===== config.mk =====
export PLATFORM = sky130hd
export DESIGN_NAME = main_fsm_flat
export DESIGN_NICKNAME = d
export VERILOG_FILES = /design/src/rtl/main_fsm_pkg.sv /design/src/rtl/main_fsm_if.sv /design/src/rtl/main_fsm_imm_src_dec.sv /design/src/rtl/main_fsm.sv /design/src/flat_wrapper.sv
export SDC_FILE = /design/constraint.sdc
export NUM_CORES = 1
export LEC_CHECK = 0
export BUFFER_PORTS_ARGS = -buffer_cell sky130_fd_sc_hd__buf_4
export CORE_ASPECT_RATIO = 0.8
export CORE_MARGIN = 3
export CORE_UTILIZATION = 48
export CTS_CLUSTER_DIAMETER = 120
export CTS_CLUSTER_SIZE = 10
export DETAILED_ROUTE_END_ITERATION = 8
export HOLD_SLACK_MARGIN = 0.1
export PLACE_DENSITY = 0.76
export SYNTH_ARGS = -nofsm -noshare
export SYNTH_HDL_FRONTEND = slang
export SYNTH_HIERARCHICAL = 1
export SYNTH_SLANG_ARGS = --single-unit

===== constraint.sdc =====
create_clock -name clk -period 2.2 [get_ports clk]
set_input_delay 0.44 -clock clk [delete_from_list [all_inputs] [get_ports clk]]
set_output_delay 0.44 -clock clk [all_outputs]
set_load 0.01 [all_outputs]

===== src/rtl/main_fsm_pkg.sv =====
// Shared definitions for the multicycle RV32I main controller: opcodes, mux codes,
// state encoding and the per-state control decode.
package main_fsm_pkg;

  localparam logic [6:0] OP_LW  = 7'b0000011;
  localparam logic [6:0] OP_SW  = 7'b0100011;
  localparam logic [6:0] OP_R   = 7'b0110011;
  localparam logic [6:0] OP_I   = 7'b0010011;
  localparam logic [6:0] OP_B   = 7'b1100011;
  localparam logic [6:0] OP_JAL = 7'b1101111;

  localparam logic [1:0] ALUOP_ADD   = 2'b00;
  localparam logic [1:0] ALUOP_SUB   = 2'b01;
  localparam logic [1:0] ALUOP_FUNCT = 2'b10;

  localparam logic [1:0] RES_ALUOUT    = 2'b00;
  localparam logic [1:0] RES_DATA      = 2'b01;
  localparam logic [1:0] RES_ALURESULT = 2'b10;

  localparam logic [1:0] SRCA_PC    = 2'b00;
  localparam logic [1:0] SRCA_OLDPC = 2'b01;
  localparam logic [1:0] SRCA_RD1   = 2'b10;

  localparam logic [1:0] SRCB_RD2  = 2'b00;
  localparam logic [1:0] SRCB_IMM  = 2'b01;
  localparam logic [1:0] SRCB_FOUR = 2'b10;

  localparam logic [1:0] IMM_I = 2'b00;
  localparam logic [1:0] IMM_S = 2'b01;
  localparam logic [1:0] IMM_B = 2'b10;
  localparam logic [1:0] IMM_J = 2'b11;

  typedef enum logic [3:0] {
    S_FETCH    = 4'd0,
    S_DECODE   = 4'd1,
    S_MEMADR   = 4'd2,
    S_MEMREAD  = 4'd3,
    S_MEMWB    = 4'd4,
    S_MEMWRITE = 4'd5,
    S_EXECUTER = 4'd6,
    S_EXECUTEI = 4'd7,
    S_JAL      = 4'd8,
    S_ALUWB    = 4'd9,
    S_BRANCH   = 4'd10
  } state_t;

  // fetch: IRWrite/PC update gated by rdy; decode: window for illegal_op
  typedef struct packed {
    logic       fetch;
    logic       decode;
    logic       pc_update;
    logic       branch;
    logic       adr_src;
    logic       mem_write;
    logic       reg_write;
    logic [1:0] result_src;
    logic [1:0] alu_src_a;
    logic [1:0] alu_src_b;
    logic [1:0] alu_op;
  } ctrl_t;

  function automatic ctrl_t ctrl_decode(state_t s);
    ctrl_t c;
    c = '0;
    case (s)
      S_FETCH: begin
        c.fetch      = 1'b1;
        c.alu_src_a  = SRCA_PC;
        c.alu_src_b  = SRCB_FOUR;
        c.alu_op     = ALUOP_ADD;
        c.result_src = RES_ALURESULT;
      end
      S_DECODE: begin
        c.decode    = 1'b1;
        c.alu_src_a = SRCA_OLDPC;
        c.alu_src_b = SRCB_IMM;
      end
      S_MEMADR: begin
        c.alu_src_a = SRCA_RD1;
        c.alu_src_b = SRCB_IMM;
      end
      S_MEMREAD: begin
        c.adr_src    = 1'b1;
        c.result_src = RES_ALUOUT;
      end
      S_MEMWB: begin
        c.result_src = RES_DATA;
        c.reg_write  = 1'b1;
      end
      S_MEMWRITE: begin
        c.adr_src    = 1'b1;
        c.result_src = RES_ALUOUT;
        c.mem_write  = 1'b1;
      end
      S_EXECUTER: begin
        c.alu_src_a = SRCA_RD1;
        c.alu_src_b = SRCB_RD2;
        c.alu_op    = ALUOP_FUNCT;
      end
      S_EXECUTEI: begin
        c.alu_src_a = SRCA_RD1;
        c.alu_src_b = SRCB_IMM;
        c.alu_op    = ALUOP_FUNCT;
      end
      S_JAL: begin
        c.alu_src_a  = SRCA_OLDPC;
        c.alu_src_b  = SRCB_FOUR;
        c.result_src = RES_ALUOUT;
        c.pc_update  = 1'b1;
      end
      S_ALUWB: begin
        c.result_src = RES_ALUOUT;
        c.reg_write  = 1'b1;
      end
      S_BRANCH: begin
        c.alu_src_a  = SRCA_RD1;
        c.alu_src_b  = SRCB_RD2;
        c.alu_op     = ALUOP_SUB;
        c.result_src = RES_ALUOUT;
        c.branch     = 1'b1;
      end
      default: c = '0;
    endcase
    return c;
  endfunction

  function automatic logic op_supported(logic [6:0] op);
    return (op == OP_LW) || (op == OP_SW) || (op == OP_R) ||
           (op == OP_I)  || (op == OP_B)  || (op == OP_JAL);
  endfunction

endpackage


===== src/rtl/main_fsm_if.sv =====
// Controller <-> datapath bundle: instruction fields and flags in, mux selects and enables out.
interface main_fsm_if #(parameter int STATE_W = 4);
  logic [6:0]         op;
  logic [2:0]         funct3;
  logic               zero;
  logic               mem_ready;
  logic               PCWrite;
  logic               AdrSrc;
  logic               MemWrite;
  logic               IRWrite;
  logic [1:0]         ResultSrc;
  logic [1:0]         ALUSrcA;
  logic [1:0]         ALUSrcB;
  logic               RegWrite;
  logic [1:0]         ImmSrc;
  logic [1:0]         ALUOp;
  logic               illegal_op;
  logic [STATE_W-1:0] state;

  modport master (
    input  op, funct3, zero, mem_ready,
    output PCWrite, AdrSrc, MemWrite, IRWrite, ResultSrc, ALUSrcA, ALUSrcB,
           RegWrite, ImmSrc, ALUOp, illegal_op, state
  );

  modport slave (
    output op, funct3, zero, mem_ready,
    input  PCWrite, AdrSrc, MemWrite, IRWrite, ResultSrc, ALUSrcA, ALUSrcB,
           RegWrite, ImmSrc, ALUOp, illegal_op, state
  );
endinterface


===== src/rtl/main_fsm_imm_src_dec.sv =====
// Immediate format select from opcode; independent of controller state.
module imm_src_dec
  import main_fsm_pkg::*;
(
  input  logic [6:0] op,
  output logic [1:0] imm_src
);

  always_comb begin
    imm_src = IMM_I;
    case (op)
      OP_SW:   imm_src = IMM_S;
      OP_B:    imm_src = IMM_B;
      OP_JAL:  imm_src = IMM_J;
      default: imm_src = IMM_I;
    endcase
  end

endmodule


===== src/rtl/main_fsm.sv =====
// Multicycle RV32I main controller: sequences each instruction through its phases and
// drives datapath selects/enables, stalling FETCH/MEMREAD/MEMWRITE on mem_ready.
//
// state    | meaning
// FETCH    | read instruction at PC, PC+4 into PC when memory ready
// DECODE   | read registers, branch target into ALUOut
// MEMADR   | load/store address computation
// MEMREAD  | load access, waits for memory
// MEMWB    | load data into register file
// MEMWRITE | store access, strobe held until memory ready
// EXECUTER | register-register ALU op
// EXECUTEI | register-immediate ALU op
// JAL      | jump target into PC, return address into ALUOut
// ALUWB    | ALUOut into register file
// BRANCH   | compare; PC loads target when taken
module main_fsm
  import main_fsm_pkg::*;
#(
  parameter int STATE_W       = 4,
  parameter bit USE_MEM_READY = 1'b1
) (
  input  logic       clk,
  input  logic       reset,
  main_fsm_if.master bus
);

  state_t state;
  state_t state_nxt;
  ctrl_t  ctrl;
  logic   rdy;
  logic   branch_ok;
  logic   branch_taken;

  assign rdy = bus.mem_ready | ~USE_MEM_READY;

  always_comb begin
    state_nxt = S_FETCH;
    case (state)
      S_FETCH:    state_nxt = rdy ? S_DECODE : S_FETCH;
      S_DECODE: begin
        case (bus.op)
          OP_LW, OP_SW: state_nxt = S_MEMADR;
          OP_R:         state_nxt = S_EXECUTER;
          OP_I:         state_nxt = S_EXECUTEI;
          OP_B:         state_nxt = S_BRANCH;
          OP_JAL:       state_nxt = S_JAL;
          default:      state_nxt = S_FETCH;
        endcase
      end
      S_MEMADR:   state_nxt = bus.op[5] ? S_MEMWRITE : S_MEMREAD;
      S_MEMREAD:  state_nxt = rdy ? S_MEMWB : S_MEMREAD;
      S_MEMWB:    state_nxt = S_FETCH;
      S_MEMWRITE: state_nxt = rdy ? S_FETCH : S_MEMWRITE;
      S_EXECUTER: state_nxt = S_ALUWB;
      S_EXECUTEI: state_nxt = S_ALUWB;
      S_JAL:      state_nxt = S_ALUWB;
      S_ALUWB:    state_nxt = S_FETCH;
      S_BRANCH:   state_nxt = S_FETCH;
      default:    state_nxt = S_FETCH;
    endcase
  end

  // Control word is registered from the next state so outputs are glitch-free Moore
  // decode, and reset forces the FETCH decode (dropping write strobes) asynchronously.
  always_ff @(posedge clk or posedge reset) begin
    if (reset) begin
      state <= S_FETCH;
      ctrl  <= ctrl_decode(S_FETCH);
    end else begin
      state <= state_nxt;
      ctrl  <= ctrl_decode(state_nxt);
    end
  end

  assign branch_ok    = (bus.funct3[2:1] == 2'b00);
  assign branch_taken = ctrl.branch & branch_ok & (bus.zero ^ bus.funct3[0]);

  assign bus.PCWrite    = (ctrl.fetch & rdy) | ctrl.pc_update | branch_taken;
  assign bus.IRWrite    = ctrl.fetch & rdy;
  assign bus.AdrSrc     = ctrl.adr_src;
  assign bus.MemWrite   = ctrl.mem_write;
  assign bus.RegWrite   = ctrl.reg_write;
  assign bus.ResultSrc  = ctrl.result_src;
  assign bus.ALUSrcA    = ctrl.alu_src_a;
  assign bus.ALUSrcB    = ctrl.alu_src_b;
  assign bus.ALUOp      = ctrl.alu_op;
  assign bus.illegal_op = ctrl.decode &
                          (~op_supported(bus.op) | ((bus.op == OP_B) & ~branch_ok));
  assign bus.state      = STATE_W'(state);

  imm_src_dec u_imm_src_dec (
    .op      (bus.op),
    .imm_src (bus.ImmSrc)
  );

endmodule


===== src/flat_wrapper.sv =====
// flat-port wrapper written by rule: the top's interface ports become plain ports
module main_fsm_flat import main_fsm_pkg::*;
#(
  parameter int STATE_W       = 4,
  parameter bit USE_MEM_READY = 1'b1
)
  (clk, reset, bus_op, bus_funct3, bus_zero, bus_mem_ready, bus_PCWrite, bus_AdrSrc, bus_MemWrite, bus_IRWrite, bus_ResultSrc, bus_ALUSrcA, bus_ALUSrcB, bus_RegWrite, bus_ImmSrc, bus_ALUOp, bus_illegal_op, bus_state);
  main_fsm_if #(.STATE_W(STATE_W)) bus_i ();
  input  logic clk;
  input  logic reset;
  input wire logic [$bits(bus_i.op)-1:0] bus_op;
  input wire logic [$bits(bus_i.funct3)-1:0] bus_funct3;
  input wire logic [$bits(bus_i.zero)-1:0] bus_zero;
  input wire logic [$bits(bus_i.mem_ready)-1:0] bus_mem_ready;
  output wire logic [$bits(bus_i.PCWrite)-1:0] bus_PCWrite;
  output wire logic [$bits(bus_i.AdrSrc)-1:0] bus_AdrSrc;
  output wire logic [$bits(bus_i.MemWrite)-1:0] bus_MemWrite;
  output wire logic [$bits(bus_i.IRWrite)-1:0] bus_IRWrite;
  output wire logic [$bits(bus_i.ResultSrc)-1:0] bus_ResultSrc;
  output wire logic [$bits(bus_i.ALUSrcA)-1:0] bus_ALUSrcA;
  output wire logic [$bits(bus_i.ALUSrcB)-1:0] bus_ALUSrcB;
  output wire logic [$bits(bus_i.RegWrite)-1:0] bus_RegWrite;
  output wire logic [$bits(bus_i.ImmSrc)-1:0] bus_ImmSrc;
  output wire logic [$bits(bus_i.ALUOp)-1:0] bus_ALUOp;
  output wire logic [$bits(bus_i.illegal_op)-1:0] bus_illegal_op;
  output wire logic [$bits(bus_i.state)-1:0] bus_state;
  assign bus_i.op = bus_op;
  assign bus_i.funct3 = bus_funct3;
  assign bus_i.zero = bus_zero;
  assign bus_i.mem_ready = bus_mem_ready;
  assign bus_PCWrite = bus_i.PCWrite;
  assign bus_AdrSrc = bus_i.AdrSrc;
  assign bus_MemWrite = bus_i.MemWrite;
  assign bus_IRWrite = bus_i.IRWrite;
  assign bus_ResultSrc = bus_i.ResultSrc;
  assign bus_ALUSrcA = bus_i.ALUSrcA;
  assign bus_ALUSrcB = bus_i.ALUSrcB;
  assign bus_RegWrite = bus_i.RegWrite;
  assign bus_ImmSrc = bus_i.ImmSrc;
  assign bus_ALUOp = bus_i.ALUOp;
  assign bus_illegal_op = bus_i.illegal_op;
  assign bus_state = bus_i.state;
  main_fsm #(.STATE_W(STATE_W), .USE_MEM_READY(USE_MEM_READY)) u_core (.clk(clk), .reset(reset), .bus(bus_i));
endmodule

==> results.yml <==
run_status:
  outcome: "finished clean"
synthesis:
  synth.distinct_cells: 43
  synthCells: 90
  ys_warn_count: 6
  synth_edf_count: 0
  syn_area_per_cell_sq_um: 10.9
  synthFlopType: "dfrtp_1"
  synth_nets: 104
  ys_seq_elements: 18
  seq_area_frac_synth_pct: 46.3
  synthesis.area_sq_um: 978
  async_reset_ff_share_pct: 100
timing:
  setup_viol: 0
  rsz0062_at_grt: "false"
  drv_slew: 0
  max_freq_ghz: 0.470
  period_needed_ps: 2130
  slew_headroom_pct: 54.7
  totalNegativeSetupSlack_ps: 0
  fin_crit_sh_pct: 96.7
  tightest_slew_ps: 679
  finalHoldViolations: 0
  fin_skew_ps: 9.44
finish:
  antenna_cells: 0
  finalNetCount: 136
  syn_to_final_growth_pct: 27.9
  finalNonFillerCells: 143
  drive_gt1_share_pct: 44.6
floorplan:
  placementRows: 13
  die_area_sq_um: 2620
  core_area_sq_um: 1770
  start_util_pct: 55.2
  die_w_microns: 56.5
  ios: 34
  fp.dieH_microns: 46.4
route:
  antenna_left: 0
  totalWireLength_mm: 2.24
  num_vias: 785
  first_pass_iters: 4
  viasPerCell: 5.49
  wire_per_inst_microns: 15.7
  drc_errors: 0
  dr.first_iter.drc_count: 34
cts:
  hold_buffers: 0
  numCtsBuffers: 3
  cts-root-buf: "clkbuf_4"
  post_cts_resized: 0
  cts.clk_slew.worst_paths_ps: 100
  htreeDepth: 1
  tritoncts: "built"
  clkLatencyLatePin_ps: 290
  clock_sinks: 18
  clk_path_buf_depth: 2
  post_cts_buffers: 0
critical_path:
  crit_path_end_kind: "output port"
  worst_ep_arrival_time_ps: 1690
  critPathKind: "in2out"
  critPathRequiredTime_ps: 1760
  start_kind: "input port"
  cp_max_fo: 5
grt:
  grt_first_pass_wirelength_mm: 3.71
  grt_max_degree: 19
  grtUsageTotal_pct: 19.2
  antenna_found_initial: 0
  overflow: 0
  grt_pass1_vias: 769
pwr:
  leakagePower_nw: 0.632
  power_density_nw_per_um2: 631
  finalPower_w: 0.000790
  peakVddDrop_uv: 674
place:
  place_congestion: 0.838
  io_buffers: 33
  dpl.hpwl_mm: 1.76
  place_inst: 139
flow_run:
  cap_viol_max_count: 0
worst_hold_path:
  hp-class: "in2async"
## routing by layer
| metal | track usage [%] | wire length [microns] |
|---|---|---|
| met5 | 0 | 0 |
| met4 | 4.74 | 11 |
| met1 | 24.5 | 942 |
| met3 | 5.88 | 190 |
| met2 | 32.5 | 1100 |
## cells in the mapped netlist (2+ instances only)
cell type   n  area share [%]
nand3b_1    2             1.5
or2_1       5             3.2
nor3_1      3             1.5
dfrtp_1    16              41
dfstp_2     2             5.4
nand2_1     3             1.2
clkbuf_1    2            0.77
nand2b_1    4             2.6
xor2_1      2             1.8
buf_4       9             6.9
and3b_1     2             1.8
and2_1      3             1.9
a21oi_1     3             1.5
nor2_1      5             1.9
## cells in the final DEF, fill, tap and decap left out, types with 2 or more instances in the layout
master,instances
buf_4,40
dfrtp_1,16
or2_1,5
nor2_1,5
nand2b_1,4
clkbuf_4,3
a21oi_1,3
nand2_1,3
nor3_1,3
and2_1,3
nand3b_1,2
xor2_1,2
and3b_1,2
dfstp_2,2
## through the flow
stage / hold slack (ps) / worst slack [ps] / util, % / cell area, sq um
after floorplan: 377 / 275 / - / 978
after global placement: 563 / 99.9 / 68.5 / 1210
after detailed placement: 577 / 69.2 / 68.5 / 1210
after CTS: 250 / 69.3 / 70.6 / 1250
after global routing: 289 / 35.2 / 70.6 / 1250
final: 245 / 71.9 / 70.6 / 1250
## where the power goes
part	internal, W	switching [W]	leakage (nW)
logic	0.000111	0.000109	0.373
registers	0.000365	0.00000961	0.238
clock network	0.000101	0.0000950	0.0210
## flip-flops by register name (all words and copies together) (netlist names)
register / flops
u_core/bus.state: 4
u_core/ctrl: 4
u_core/bus.ALUOp: 2
u_core/bus.ALUSrcA: 2
u_core/bus.ALUSrcB: 2
u_core/bus.AdrSrc: 1
u_core/bus.MemWrite: 1
u_core/bus.RegWrite: 1
u_core/bus.ResultSrc: 1
## layout make-up
class                      count  area, sq um
multi-input combinational     58          430
tap                           22         27.5
fill                         129          522
inverter                       1         3.75
timing repair buffer          40          300
clock buffer                   4         36.3
sequential                    18          453
## logic make-up (layout without fill, tap and decap cells)
logic type                after synthesis  after routing  share of synthesized area [%]
and+or+nand+nor                        42             42                           31.1
DFF                                    18             18                           46.3
buffers and inverters                  14             45                           9.72
AOI/OAI and AO/OA                      13             13                           10.2
xor gates and xnor gates                3              3                           2.69
## worst max-delay path, stage by stage
cell	delay [ps]
buf_4	130
xor2_1	160
or4b_1	550
o221a_2	270
buf_4	140
## worst paths after layout
kind | startpoint | to | slack (ps) | depth (start not counted)
min in group clk | bus_op[6] | u_core/bus.ALUSrcA[1] | 420 | 2
setup / recovery | bus_op[3] | bus_illegal_op | 70 | 5
setup reg to reg | u_core/bus.state[1] | u_core/bus.ALUSrcA[0] | 390 | 5
max in group asynchronous | reset | u_core/bus.RegWrite | 1520 | 2
hold reg to reg | u_core/bus.state[1] | u_core/bus.ALUSrcA[1] | 620 | 2
hold / removal | reset | u_core/ctrl[12] | 240 | 2
No activity file was read; power rests on OpenSTA's default activity.
